==> src/rtl/wb_arbiter_pkg.sv <==
// rtl/wb_arbiter_pkg.sv - shared widths, source indices and helpers for the writeback arbiter
package wb_arbiter_pkg;

    localparam int WORD_SIZE       = 32;
    localparam int INSTR_TYPE_SZ   = 3;
    localparam int ROB_ENTRY_WIDTH = 3;
    localparam int N_SRC           = 3;

    // Writeback producer slots in the packed source vectors
    localparam int SRC_ALU = 0;
    localparam int SRC_MEM = 1;
    localparam int SRC_MUL = 2;

    // Index width for an n-way selector; a single source still needs one bit
    function automatic int idx_width(input int n);
        return (n > 1) ? $clog2(n) : 1;
    endfunction

endpackage

==> src/rtl/wb_arbiter_rr_arbiter.sv <==
// rtl/wb_arbiter_rr_arbiter.sv - N-way round-robin grant selector starting at a supplied pointer
module rr_arbiter
    import wb_arbiter_pkg::*;
#(
    parameter int N     = N_SRC,
    parameter int IDX_W = idx_width(N)
) (
    input  logic [N-1:0]     req,
    input  logic [IDX_W-1:0] ptr,
    input  logic             enable,
    output logic [N-1:0]     grant,
    output logic [IDX_W-1:0] grant_idx,
    output logic             grant_any
);

    int unsigned cand;

    // Walk requesters from ptr upward modulo N; the first one found wins
    always_comb begin
        grant     = '0;
        grant_idx = '0;
        grant_any = 1'b0;
        cand      = 0;
        for (int k = 0; k < N; k++) begin
            cand = (int'(ptr) + k) % N;
            if (enable && !grant_any && req[cand]) begin
                grant[cand] = 1'b1;
                grant_idx   = IDX_W'(cand);
                grant_any   = 1'b1;
            end
        end
    end

endmodule

==> src/rtl/wb_arbiter.sv <==
// rtl/wb_arbiter.sv - forwards one completed writeback result per cycle to the ROB write port
module wb_arbiter
    import wb_arbiter_pkg::*;
#(
    parameter int N_SRC           = wb_arbiter_pkg::N_SRC,
    parameter int WORD_SIZE       = wb_arbiter_pkg::WORD_SIZE,
    parameter int INSTR_TYPE_SZ   = wb_arbiter_pkg::INSTR_TYPE_SZ,
    parameter int ROB_ENTRY_WIDTH = wb_arbiter_pkg::ROB_ENTRY_WIDTH,
    parameter int IDX_W           = idx_width(N_SRC)
) (
    input  logic                               clk,
    input  logic                               reset,
    input  logic [N_SRC-1:0]                   src_valid,
    input  logic [N_SRC*INSTR_TYPE_SZ-1:0]     src_instr_type,
    input  logic [N_SRC*WORD_SIZE-1:0]         src_pc,
    input  logic [N_SRC*WORD_SIZE-1:0]         src_result,
    input  logic [N_SRC*ROB_ENTRY_WIDTH-1:0]   src_rob_id,
    output logic [N_SRC-1:0]                   src_stall,
    input  logic                               rob_wr_ready,
    output logic                               rob_wr_valid,
    output logic [INSTR_TYPE_SZ-1:0]           rob_wr_type,
    output logic [WORD_SIZE-1:0]               rob_wr_pc,
    output logic [WORD_SIZE-1:0]               rob_wr_value,
    output logic [ROB_ENTRY_WIDTH-1:0]         rob_wr_id,
    output logic [IDX_W-1:0]                   grant_idx
);

    logic [IDX_W-1:0]           rr_ptr;
    logic [N_SRC-1:0]           grant;
    logic [IDX_W-1:0]           sel_idx;
    logic                       grant_any;
    logic [IDX_W-1:0]           next_ptr;
    logic [INSTR_TYPE_SZ-1:0]   sel_type;
    logic [WORD_SIZE-1:0]       sel_pc;
    logic [WORD_SIZE-1:0]       sel_result;
    logic [ROB_ENTRY_WIDTH-1:0] sel_id;

    // Grants are suppressed during reset so nothing presented then is written
    rr_arbiter #(
        .N     (N_SRC),
        .IDX_W (IDX_W)
    ) u_rr_arbiter (
        .req       (src_valid),
        .ptr       (rr_ptr),
        .enable    (rob_wr_ready & ~reset),
        .grant     (grant),
        .grant_idx (sel_idx),
        .grant_any (grant_any)
    );

    // Losers hold their WB register; during reset nothing is held either
    always_comb begin
        src_stall = reset ? '0 : (src_valid & ~grant);
    end

    // One-hot payload mux with constant slice offsets
    always_comb begin
        sel_type   = '0;
        sel_pc     = '0;
        sel_result = '0;
        sel_id     = '0;
        for (int i = 0; i < N_SRC; i++) begin
            if (grant[i]) begin
                sel_type   = src_instr_type[i*INSTR_TYPE_SZ +: INSTR_TYPE_SZ];
                sel_pc     = src_pc[i*WORD_SIZE +: WORD_SIZE];
                sel_result = src_result[i*WORD_SIZE +: WORD_SIZE];
                sel_id     = src_rob_id[i*ROB_ENTRY_WIDTH +: ROB_ENTRY_WIDTH];
            end
        end
    end

    // Pointer moves just past the winner, wrapping from the last source to 0
    always_comb begin
        next_ptr = (sel_idx == IDX_W'(N_SRC-1)) ? '0 : sel_idx + IDX_W'(1);
    end

    // Output register set and round-robin pointer; payload holds when idle
    always_ff @(posedge clk) begin
        if (reset) begin
            rr_ptr       <= '0;
            rob_wr_valid <= 1'b0;
            rob_wr_type  <= '0;
            rob_wr_pc    <= '0;
            rob_wr_value <= '0;
            rob_wr_id    <= '0;
            grant_idx    <= '0;
        end else begin
            rob_wr_valid <= grant_any;
            if (grant_any) begin
                rr_ptr       <= next_ptr;
                rob_wr_type  <= sel_type;
                rob_wr_pc    <= sel_pc;
                rob_wr_value <= sel_result;
                rob_wr_id    <= sel_id;
                grant_idx    <= sel_idx;
            end
        end
    end

endmodule

==> config.mk <==
export PLATFORM = sky130hd
export DESIGN_NAME = wb_arbiter
export DESIGN_NICKNAME = d
export VERILOG_FILES = /design/src/rtl/wb_arbiter_pkg.sv /design/src/rtl/wb_arbiter_rr_arbiter.sv /design/src/rtl/wb_arbiter.sv
export SDC_FILE = /design/constraint.sdc
export NUM_CORES = 1
export LEC_CHECK = 0
export BUFFER_PORTS_ARGS = -buffer_cell sky130_fd_sc_hd__buf_4
export CORE_AREA = 2 2 127 98
export DETAILED_ROUTE_END_ITERATION = 7
export DIE_AREA = 0 0 129 100
export PLACE_DENSITY = 0.84
export RECOVER_POWER = 100
export SLEW_MARGIN = 20
export SYNTH_ARGS = -nofsm -noshare
export SYNTH_HDL_FRONTEND = slang
export SYNTH_SLANG_ARGS = --single-unit
==> constraint.sdc <==
create_clock -name clk -period 5.3 [get_ports clk]
set_input_delay 1.06 -clock clk [delete_from_list [all_inputs] [get_ports clk]]
set_output_delay 1.06 -clock clk [all_outputs]
set_load 0.005 [all_outputs]
Yosys cells after proc, flatten, opt, wreduce, memory -nomap -nowiden
Index checks and enable logic that the tools add are counted.
Storage, ports and cells
  flip-flop bits (word level): 75
  bits of input ports: 216
  logic and storage cells: 71
  output and inout port bits: 76
Cells by class
  $add $sub $neg: 3
  bitwise logic cells: 6
  reduce and logical (&&, ||, !) cells: 10
  muxes and demuxes: 35
  equal/unequal tests: 1
  magnitude comparators: 6
  divide/modulo/power cells: 3
Operators with widths (count)
  $mux 32: 6
  $ge 32x1->1 const B: 3
  $lt 32x3->1 const B: 3
  $mod 32x3->32 const B: 2
  $mod 3x3->32 const B: 1
  $mux 3: 10
  $mux 1: 9
  $logic_and 1x1->1: 8
  $mux 2: 4
  $bmux 1 s2: 3
  $demux 1 s2: 3
  $or 3x3->3: 2
  $add 2x1->3 const B: 1
  $add 2x2->3 const B: 1
  $and 3x3->3: 1
  $not 3->3: 1
  $add 2x1->2 const B: 1
  $eq 2x2->1 const B: 1
  $logic_not 1->1: 2
  $and 1x1->1: 1
  $not 1->1: 1

Depth between registers and ports, before layout
Gate-level depths: netlist (run 1).
  word-level depth: 16
  gate-level depth with buffers: 11
  mapped depth without buffers: 9

Cells and area by module
Synthesis (run 1) repeated with hierarchy kept, for this count alone.
Unflattened totals
  cells, all modules: 470
  area total of the unflattened synthesis: 4484.3 sq um
By module, submodules not included
  wb_arbiter: cells each 430, seq. area each 1501.4 sq um, area each 4152.7 sq um, instances 1
  rr_arbiter: cells each 40, seq. area each 0.0 sq um, area each 331.6 sq um, instances 1

Least setup slack after synthesis (run 1)
OpenSTA, ideal clock, no wires.
  path type: input port to output port
  start point: in src_valid[2]
  end point: out src_stall[2]
  path slack: 1.794 ns
  stages on the path: 6
  path buffers: 2
  arrival: 2.446 ns
  required time: 4.240 ns
  cell sequence: buf_4 nand2b_4 or3_4 a311oi_4 buf_6 nor3b_1
On the way
  word-level cells in the longest chain between the ends: 15
  elaborated cells between the ends (all ways): 23
  classes of those cells: 12 x mux; 4 x bitwise; 7 x reduce/logical
Ends and longest elaborated chain
  start, declared: line wb_arbiter.sv:13  | input logic [N_SRC-1:0] src_valid,
  $bmux 1 s2: line wb_arbiter_rr_arbiter.sv:26  | if (enable && !grant_any && req[cand]) begin
  $mux 1 (not written as such): line wb_arbiter_rr_arbiter.sv:26
  $logic_and 1x1->1: line wb_arbiter_rr_arbiter.sv:26
  $mux 1: line wb_arbiter_rr_arbiter.sv:26
  $logic_not 1->1: line wb_arbiter_rr_arbiter.sv:26
  $logic_and 1x1->1 (2 in series): line wb_arbiter_rr_arbiter.sv:26
  $mux 1: line wb_arbiter_rr_arbiter.sv:26
  $logic_not 1->1: line wb_arbiter_rr_arbiter.sv:26
  $logic_and 1x1->1 (2 in series): line wb_arbiter_rr_arbiter.sv:26
  $mux 3: line wb_arbiter_rr_arbiter.sv:26
  $not 3->3: line wb_arbiter.sv:53  | src_stall = reset ? '0 : (src_valid & ~grant);
  $and 3x3->3 *: line wb_arbiter.sv:53
  $mux 3 *: line wb_arbiter.sv:53
  end, declared: line wb_arbiter.sv:18  | output logic [N_SRC-1:0] src_stall,
Mark *: on every way between the ends. The rest lies on a longest branch, timed or not. The select of a mux whose other input is x is not followed.

Worst setup path after layout (run 1)
  start point: reg rr_ptr[1]
  end point: reg rob_wr_pc[24]
On the way
  word-level cells in the longest chain between the ends: 16
  elaborated cells between the ends (all ways): 44
  classes of those cells: 2 x add/sub; 3 x div; 6 x order compare; 21 x mux; 2 x bitwise; 10 x reduce/logical
Ends and longest elaborated chain
  start, declared: line wb_arbiter.sv:28  | logic [IDX_W-1:0] rr_ptr;
  start signal, assigned: line wb_arbiter.sv:90  | rr_ptr <= next_ptr;
  branches (longest 16 deep; another with $mod 32x3->32)
  end signal, assigned: line wb_arbiter.sv:92  | rob_wr_pc <= sel_pc;
  end, declared: line wb_arbiter.sv:22  | output logic [WORD_SIZE-1:0] rob_wr_pc,
Parallel ways; which one is timed is not known. The select of a mux whose other input is x is not followed.
A chain may end at the register's enable or synchronous reset.

==> impl_metrics.toml, run 1 <==
[status]
status = "finished, violations left"
failed_checks = "capacitance limit, slew limit"

[sta]
finClkSkew_ns = 0.007585
fin_crit_ns = 4.129
final_hold_viol_count = 0
slew_violations = 37
rsz0062_at_grt = "no"
tns_ns = 0
fin_crit_sh_pct = 77.90
hold_ws_ns = 0.4521
timing.slew.headroom_pct = -24.12
finalSetupViolCount = 0
worst_slew_pin_slew_ns = 1.862
max_freq_ghz = 0.2422

[layout]
nets = 1027
post-route-util_pct = 64.77
multi_input_area_mm2 = 0.003425
n_antenna_cell = 0
regArea_mm2 = 0.001501
nFillCells = 1040
synthToLayoutAreaGrowth_pct = 39.39
drive_gt1_share_pct = 52.22
stdcell_count = 978

[yosys]
synth_fa_ha_area_share_pct = 0.9076
synth_edf_count = 0
synthTopCellsByCount = "nand2_1, dfxtp_1, nor2_1, and4_1"
synthArstFlopShare_pct = 0
synth_top_area_share_pct = 27.23
synth_most_common_cell = "nand2_1"
synth_top_area_cell = "dfxtp_1"
synth_cell_types = 46
syn_area_per_cell_um2 = 9.777
synth.top_cells.by_area = "dfxtp_1, a221oi_2, o31ai_2, and4_1, nand2_1"
synth_warnings = 0
synth_nets = 784
synth_xor_area_share_pct = 0
yosys.area_share.simple_pct = 23.69
synth_top_family_by_area = "compound AO/OA/AOI/OAI gates"
synth_top_flop_cell = "dfxtp_1"
syn_area_mm2 = 0.005514
synth_compound_area_share_pct = 38.82
muxShareOfSynthArea_pct = 1.157
ys_seq_area_share_pct = 27.23
syn_inst = 564
synth-seq-cells = 75

[drt]
avgRoutedWirePerCell_um = 19.18
drt_iter0_drc = 261
drcViolationCount = 0
viasPerCell = 5.939
ant_nets = 0
drt-total-wl_um = 18760
vias = 5808
first_pass_iters = 5

[critical_path]
worstSetupEndpointType = "flop"
worstSetupPathType = "flop to flop"
critPathRequiredTime_ns = 5.51
cp_max_fo = 37
crit_arrival_ns = 4.34
critPathLaunchType = "flop"

[clock_tree]
cts_tree = "done"
clockBufferDepth = 2
root_buffer = "clkbuf_16"
cts_resized = 0
cts_htree_levels = 3
holdBufCountCts = 0
clk_pin_slew_ns = 0.06
clk_latency_ns = 0.32
cts_setup_buffers = 0
cts.sinks = 75
numCtsBuffers = 9

[placed_design]
place_congestion = 0.9101
dp_hpwl_um = 13270
io_buffers = 291
dp_cells = 962

[grt]
grt_max_degree = 72
antenna_found_initial = 0
grtUsageTotal_pct = 27.87
grt_pass1_vias = 5841
overflow = 0
grt_pass1_wl_um = 28620

[min_path]
hold_class = "flop to flop"

[power]
power_density_mw_per_mm2 = 244.0
ir_worst_vdd_mv = 0.1505
power.total_w = 0.001875
leakagePower_nw = 3.241

[die]
chipHeight_um = 100
fp-row-count = 35
io_pins = 292
dieArea_mm2 = 0.01290
die_width_um = 129
start_util_pct = 46.46
coreArea_mm2 = 0.01187

[run]
maxCapViolCount = 1
[cells by family after synthesis]
family / Yosys count
buffers and inverters: 76
adder cells (fa/ha/maj): 4
AND/OR/NAND/NOR: 238
multiplexers: 5
flip-flops: 75
AO/OA/AOI/OAI: 166
[worst max-delay path: stages (launching register included)]
cell	delay, ns
dfxtp_1	0.34
inv_1	0.09
ha_1	0.46
mux2_1	0.41
mux2i_1	0.43
o21ai_0	0.36
a21oi_2	1.42
buf_12	0.31
nand2_1	0.09
o31ai_1	0.08
[path summary, 6_finish.rpt]
path / start / end / slack (ns) / cells after the start
setup / recovery: rr_ptr[1]$_SDFFE_PP0P_ / rob_wr_pc[24]$_SDFFE_PP0P_ / 1.17 / 9
hold / removal: rob_wr_value[7]$_SDFFE_PP0P_ / rob_wr_value[7]$_SDFFE_PP0P_ / 0.45 / 2
setup reg to reg: rr_ptr[1]$_SDFFE_PP0P_ / rob_wr_pc[24]$_SDFFE_PP0P_ / 1.17 / 9
hold reg to reg: rob_wr_value[7]$_SDFFE_PP0P_ / rob_wr_value[7]$_SDFFE_PP0P_ / 0.45 / 2
[sequential cells by signal, summed over array words and instances, names as in the netlist]
register      count
rob_wr_type       3
rr_ptr            2
rob_wr_pc        32
grant_idx         2
rob_wr_id         3
rob_wr_valid      1
rob_wr_value     32
[through the flow]
step                cell area, um^2  setup slack (ns)
CTS                            7928             1.733
global placement               7614             1.655
floorplan                      5514             1.794
detailed placement             7614             1.516
global route                   7686            0.9045
finish                         7686             1.171
[per-layer routing]
layer / global-route usage (%) / share of wire [%]
met4: 10.95 / 2.4
met3: 7.249 / 7.5
met1: 31.69 / 41
met2: 50.02 / 49
met5: 0 / 0
[cell usage in the layout (no fill, tap or decap), types with 5 or more instances in the layout]
| master | netlist | routed |
|---|---|---|
| a221oi_2 | 69 | 69 |
| and4_1 | 70 | 70 |
| buf_4 | 4 | 226 |
| clkbuf_1 | 42 | 18 |
| clkbuf_16 | 0 | 9 |
| clkbuf_4 | 0 | 56 |
| dfxtp_1 | 75 | 75 |
| inv_1 | 5 | 5 |
| nand2_1 | 76 | 74 |
| nor2_1 | 74 | 74 |
| o31ai_1 | 1 | 29 |
| o31ai_2 | 69 | 41 |
[report_power, final]
group / switching (W) / internal [W]
Sequential: 0.0000177 / 0.000597
Clock: 0.000239 / 0.000402
Combinational: 0.000347 / 0.000272
[cell type report]
class                   count  area share, %
well taps                 166          2.702
inverters                   6         0.2930
clock buffers              12          3.467
flip-flops and latches     75          19.53
repair buffers            302          28.83
multi-input cells         413          44.55
clock inverters             4         0.6186
Note: power is estimated with default switching activity, not from simulation.
==> inputs of run 2 (changes only) <==
--- a/config.mk
+++ b/config.mk
@@ -6,10 +6,10 @@
 export NUM_CORES = 1
 export LEC_CHECK = 0
 export BUFFER_PORTS_ARGS = -buffer_cell sky130_fd_sc_hd__buf_4
-export CORE_AREA = 2 2 127 98
+export CORE_AREA = 2 2 130 100
 export DETAILED_ROUTE_END_ITERATION = 7
-export DIE_AREA = 0 0 129 100
-export PLACE_DENSITY = 0.84
+export DIE_AREA = 0 0 132 102
+export PLACE_DENSITY = 0.81
 export RECOVER_POWER = 100
 export SLEW_MARGIN = 20
 export SYNTH_ARGS = -nofsm -noshare
==> constraint.sdc (replaced) <==
create_clock -name clk -period 4 [get_ports clk]
set_input_delay 0.8 -clock clk [delete_from_list [all_inputs] [get_ports clk]]
set_output_delay 0.8 -clock clk [all_outputs]
set_load 0.005 [all_outputs]
==> impl_metrics.toml, run 2 (synthesis results as in run 1) <==
[die]
die_width_um = 132
chipHeight_um = 102
dieArea_mm2 = 0.01346
start_util_pct = 45.46
fp-row-count = 35
io_pins = 292
coreArea_mm2 = 0.01213

[clock_tree]
cts_htree_levels = 3
cts_resized = 0
cts_tree = "done"
clk_latency_ns = 0.33
numCtsBuffers = 9
cts.sinks = 75
clockBufferDepth = 2
cts_setup_buffers = 0
holdBufCountCts = 0
clk_pin_slew_ns = 0.06
root_buffer = "clkbuf_16"

[drt]
drcViolationCount = 0
viasPerCell = 5.896
drt_iter0_drc = 292
drt-total-wl_um = 19690
avgRoutedWirePerCell_um = 20.11
first_pass_iters = 5
vias = 5772
ant_nets = 0

[power]
power_density_mw_per_mm2 = 323.0
ir_worst_vdd_mv = 0.2378
leakagePower_nw = 3.182

[placed_design]
place_congestion = 0.9071
dp_hpwl_um = 14140
io_buffers = 291

[sta]
hold_ws_ns = 0.4506
rsz0062_at_grt = "no"
timing.slew.headroom_pct = 43.03
finClkSkew_ns = 0.006076
fin_crit_ns = 3.530
max_freq_ghz = 0.2833
fin_crit_sh_pct = 88.24
final_hold_viol_count = 0
slew_violations = 0
tns_ns = 0
finalSetupViolCount = 0
worst_slew_pin_slew_ns = 0.8545

[grt]
grt_pass1_vias = 5674
grt_max_degree = 71
grt_pass1_wl_um = 29880
overflow = 0
antenna_found_initial = 0
grtUsageTotal_pct = 27.68

[layout]
nFillCells = 1038
drive_gt1_share_pct = 48.34
post-route-util_pct = 62.23
layout_common_cells = "buf_4, nand2_1, dfxtp_1"
nets = 1029
final_common_cell = "buf_4"
synthToLayoutAreaGrowth_pct = 36.90
reg.largest.list = "rob_wr_pc x32, rob_wr_value x32"
n_antenna_cell = 0

[critical_path]
slowest_stage = "ha_1"
cp_num_cells = 8
reg2reg_depth = 8
worstSetupEndpointType = "output port"
critPathRequiredTime_ns = 3.20
critPathLaunchType = "flop"
crit_chain = "inv_1, ha_1, mux2_1, mux2i_1, nor2_1, a31oi_1, a21oi_1, buf_4"
worstSetupPathType = "flop to output port"
cpPeakStageDelay_ns = 0.44
critPathBufInv = 2
cp_max_fo = 12
cp_top_family = "multiplexers"
crit_arrival_ns = 2.73

[min_path]
hold_depth = 2
hold_class = "flop to flop"

[run]
maxCapViolCount = 0

[status]
status = "finished clean"
## run 2: power by group
group,total (W),switching [W],internal [W]
Combinational,0.000810,0.000448,0.000361
Clock,0.000813,0.000332,0.000481
Sequential,0.000816,0.0000248,0.000791
Total,0.00244,0.000805,0.00163
## run 2: worst paths after layout
path | from | to | slack (ns)
min reg2reg | rob_wr_type[1]$_SDFFE_PP0P_ | rob_wr_type[1]$_SDFFE_PP0P_ | 0.45
max reg2reg | rr_ptr[1]$_SDFFE_PP0P_ | rob_wr_pc[21]$_SDFFE_PP0P_ | 0.71
min | rob_wr_type[1]$_SDFFE_PP0P_ | rob_wr_type[1]$_SDFFE_PP0P_ | 0.45
max | rr_ptr[1]$_SDFFE_PP0P_ | src_stall[0] | 0.47
## run 2: cell type report
class / instances / area (um^2) / share of cell area (%)
clock buffer: 9 / 225.2 / 2.984
clock inverter: 6 / 65.06 / 0.8619
inverter: 6 / 22.52 / 0.2984
multi-input combinational: 413 / 3269 / 43.31
sequential: 75 / 1501 / 19.89
tap: 166 / 207.7 / 2.752
timing repair buffer: 304 / 2257 / 29.90
## run 2: worst min-delay path: cells and delay by family (launching register included)
family | cells | cell delay [ns]
simple gates | 1 | 0.05
compound gates | 1 | 0.05
flops | 1 | 0.32
## run 2: metrics by stage
stage               worst slack, ns  instances  area (um^2)  total power, W
floorplan                     1.014        564         5514        0.001373
global placement             0.9232        964         7666        0.001684
detailed placement           0.8993        964         7666        0.001697
CTS                          0.7053        979         7956        0.002511
global route                 0.3160        979         7548        0.002543
finish                       0.4703        979         7548        0.002438
## run 2: per-layer routing
layer  vias to the layer above  part of all wire, %  global-route usage, %
li1                       2681                    -                      -
met3                        44                  6.1                  5.655
met4                         0                  2.5                  9.950
met1                      2802                   43                  34.59
met5                         -                    0                      0
met2                       245                   48                  48.00
==> inputs of run 3 (changes only) <==
--- a/config.mk
+++ b/config.mk
@@ -5,11 +5,12 @@
 export SDC_FILE = /design/constraint.sdc
 export NUM_CORES = 1
 export LEC_CHECK = 0
+export ABC_AREA = 1
 export BUFFER_PORTS_ARGS = -buffer_cell sky130_fd_sc_hd__buf_4
-export CORE_AREA = 2 2 130 100
+export CORE_AREA = 2 2 133 103
 export DETAILED_ROUTE_END_ITERATION = 7
-export DIE_AREA = 0 0 132 102
-export PLACE_DENSITY = 0.81
+export DIE_AREA = 0 0 135 105
+export PLACE_DENSITY = 0.76
 export RECOVER_POWER = 100
 export SLEW_MARGIN = 20
 export SYNTH_ARGS = -nofsm -noshare
==> constraint.sdc (replaced) <==
create_clock -name clk -period 3 [get_ports clk]
set_input_delay 0.6 -clock clk [delete_from_list [all_inputs] [get_ports clk]]
set_output_delay 0.6 -clock clk [all_outputs]
set_load 0.005 [all_outputs]
==> impl_metrics.toml, run 3 <==
[status]
status = "finished clean"

[clock_tree]
clk_pin_slew_ns = 0.06
cts_tree = "done"
cts.sinks = 75
root_buffer = "clkbuf_16"
clockBufferDepth = 2
cts_htree_levels = 3
numCtsBuffers = 9
clk_latency_ns = 0.33

[grt]
grt_max_degree = 141
use_met2_pct = 36.84
grt_pass1_wl_um = 24970
grtUsageMet3_pct = 6.647
grt_pass1_vias = 5122
grtUsageMet1_pct = 26.75
busiest_layer = "met2"
overflow = 0
grtUsageTotal_pct = 21.74
antenna_found_initial = 0

[critical_path]
worstSetupPathType = "flop to output port"
worstSetupEndpointType = "output port"
slowest_stage = "ha_1"
critPathRequiredTime_ns = 2.40
crit_arrival_ns = 2.18
cpPeakStageDelay_ns = 0.41
critPathLaunchType = "flop"
crit_chain = "inv_1, ha_1, inv_2, nand3_1, inv_2, nor2_1, nand4_4, nand2_8, nor2_1, clkbuf_4"
cp_max_fo = 7

[power]
p_clk_share_pct = 22.4
p_sw_w = 0.002263
ir_worst_vdd_mv = 0.3538
seq_power_share_pct = 27.3
internal_power_w = 0.003330
power_density_mw_per_mm2 = 760.0
p_comb_share_pct = 50.2
p_sw_share_pct = 40.46
leakagePower_nw = 3.991

[drt]
drcViolationCount = 0
vias = 5565
drt_iter0_drc = 229
drt-total-wl_um = 16040
avgRoutedWirePerCell_um = 13.30
ant_nets = 0
viasPerCell = 4.614
first_pass_iters = 4

[sta]
tns_ns = 0
rsz0062_at_grt = "no"
hold_ws_ns = 0.4474
fin_crit_sh_pct = 92.74
finalSetupViolCount = 0
worst_slew_pin_slew_ns = 0.8468
fin_crit_ns = 2.782
max_freq_ghz = 0.3594
finClkSkew_ns = 0.007214
final_hold_viol_count = 0
timing.slew.headroom_pct = 43.55
slew_violations = 0

[yosys]
synthArstFlopShare_pct = 0
synth_top_area_cell = "dfxtp_1"
syn_area_mm2 = 0.005042
synth-seq-cells = 75
syn_inst = 762
synth_edf_count = 0
syn_area_per_cell_um2 = 6.617
synthTopCellsByCount = "nand2_1, inv_1, dfxtp_1, nand3_2, a21oi_1"
synth_warnings = 0
synth_cell_types = 27
synth_nets = 982
synth_most_common_cell = "nand2_1"
synth_top_area_share_pct = 29.78
synth.top_cells.by_area = "dfxtp_1, nand2_1, nand3_2, a21oi_1, inv_1"
synth_top_flop_cell = "dfxtp_1"
ys_seq_area_share_pct = 29.78

[layout]
final_common_cell = "nand2_1"
n_antenna_cell = 0
layout_common_cells = "nand2_1, buf_4, inv_1"
post-route-util_pct = 57.53
drive_gt1_share_pct = 36.62
reg.largest.list = "rob_wr_pc x32, rob_wr_value x32"
nets = 1251
synthToLayoutAreaGrowth_pct = 45.96

[die]
die_width_um = 135
fp-row-count = 36
io_pins = 292
start_util_pct = 39.42
chipHeight_um = 105
coreArea_mm2 = 0.01279
dieArea_mm2 = 0.01418

[placed_design]
place_congestion = 0.8549
dp_hpwl_um = 11410
io_buffers = 291

[min_path]
hold_class = "flop to flop"

[run]
maxCapViolCount = 0
==> run 3: changes by cell type after synthesis, moves of 7 or more <==
cell | before | now
buf_6 | 20 | 10
nand2_1 | 76 | 378
a221oi_2 | 69 | 0
inv_2 | 1 | 9
nor2_1 | 74 | 4
inv_1 | 5 | 78
buf_2 | 1 | 12
clkbuf_1 | 42 | 0
nand3_2 | 0 | 72
o31ai_2 | 69 | 0
buf_12 | 0 | 7
buf_4 | 4 | 14
a21oi_1 | 5 | 71
and4_1 | 70 | 0
==> run 3: routing by layer <==
layer  part of all wire (%)  wire [um]  vias to the layer above
met5                      0          0                        -
met4                    1.7        269                        0
met3                    8.4       1346                       20
met2                     47       7600                      229
met1                     43       6824                     2445
li1                       -          -                     2871
==> run 3: cells by family after synthesis <==
kind of cell	synth area share, %
flip-flops	29.78
AND/OR/NAND/NOR	46.67
AO/OA/AOI/OAI	7.469
buffers and inverters	15.09
adder cells (fa/ha/maj)	0.9926
==> run 3: metrics by stage <==
step / total power (W) / cells / area [um^2] / setup slack, ns
2_1_floorplan: 0.003572 / 762 / 5042 / 0.6006
3_3_place_gp: 0.004414 / 1187 / 7093 / 0.4187
3_5_place_dp: 0.004464 / 1187 / 7093 / 0.3964
4_1_cts: 0.005731 / 1202 / 7435 / 0.08522
5_1_grt: 0.006076 / 1206 / 7360 / 0.03754
6_report: 0.005593 / 1206 / 7360 / 0.2179
==> run 3: area by class of cell <==
| cell class | instances | area (um^2) |
|---|---|---|
| tap | 171 | 214.0 |
| timing repair buffer | 300 | 2162 |
| multi-input combinational | 557 | 2798 |
| fill | 1255 | 5433 |
| sequential | 75 | 1501 |
| clock buffer | 11 | 242.7 |
| inverter | 88 | 342.8 |
| clock inverter | 4 | 98.84 |
==> run 3: power groups by stage <==
stage               Combinational (W)  Clock (W)  Sequential [W]
CTS                           0.00291    0.00128         0.00154
global route                  0.00318    0.00133         0.00157
global placement              0.00287          0         0.00155
finish                        0.00281    0.00125         0.00153
floorplan                     0.00201          0         0.00156
detailed placement            0.00292          0         0.00155
==> run 3: worst paths after layout <==
check / start / cells past startpoint / slack [ns] / endpoint
hold reg to reg: rob_wr_pc[24]$_SDFFE_PP0P_ / 2 / 0.45 / rob_wr_pc[24]$_SDFFE_PP0P_
setup reg to reg: rr_ptr[0]$_SDFFE_PP0P_ / 14 / 0.32 / rob_wr_value[21]$_SDFFE_PP0P_
setup / recovery: rr_ptr[0]$_SDFFE_PP0P_ / 10 / 0.22 / src_stall[1]
hold / removal: rob_wr_pc[24]$_SDFFE_PP0P_ / 2 / 0.45 / rob_wr_pc[24]$_SDFFE_PP0P_
==> run 3: repair_timing <==
item	in CTS	in global routing
hold buffers	0	0
resized for setup	0	1
buffers inserted	0	3
endpoints found under the setup margin	0	1
==> run 3: critical path: cells and delay by family (launching register included) <==
kind / cells / cell delay [ns]
and+or+nand+nor: 5 / 0.76
DFF: 1 / 0.37
buffers and inverters: 4 / 0.31
adders and majority gates: 1 / 0.41
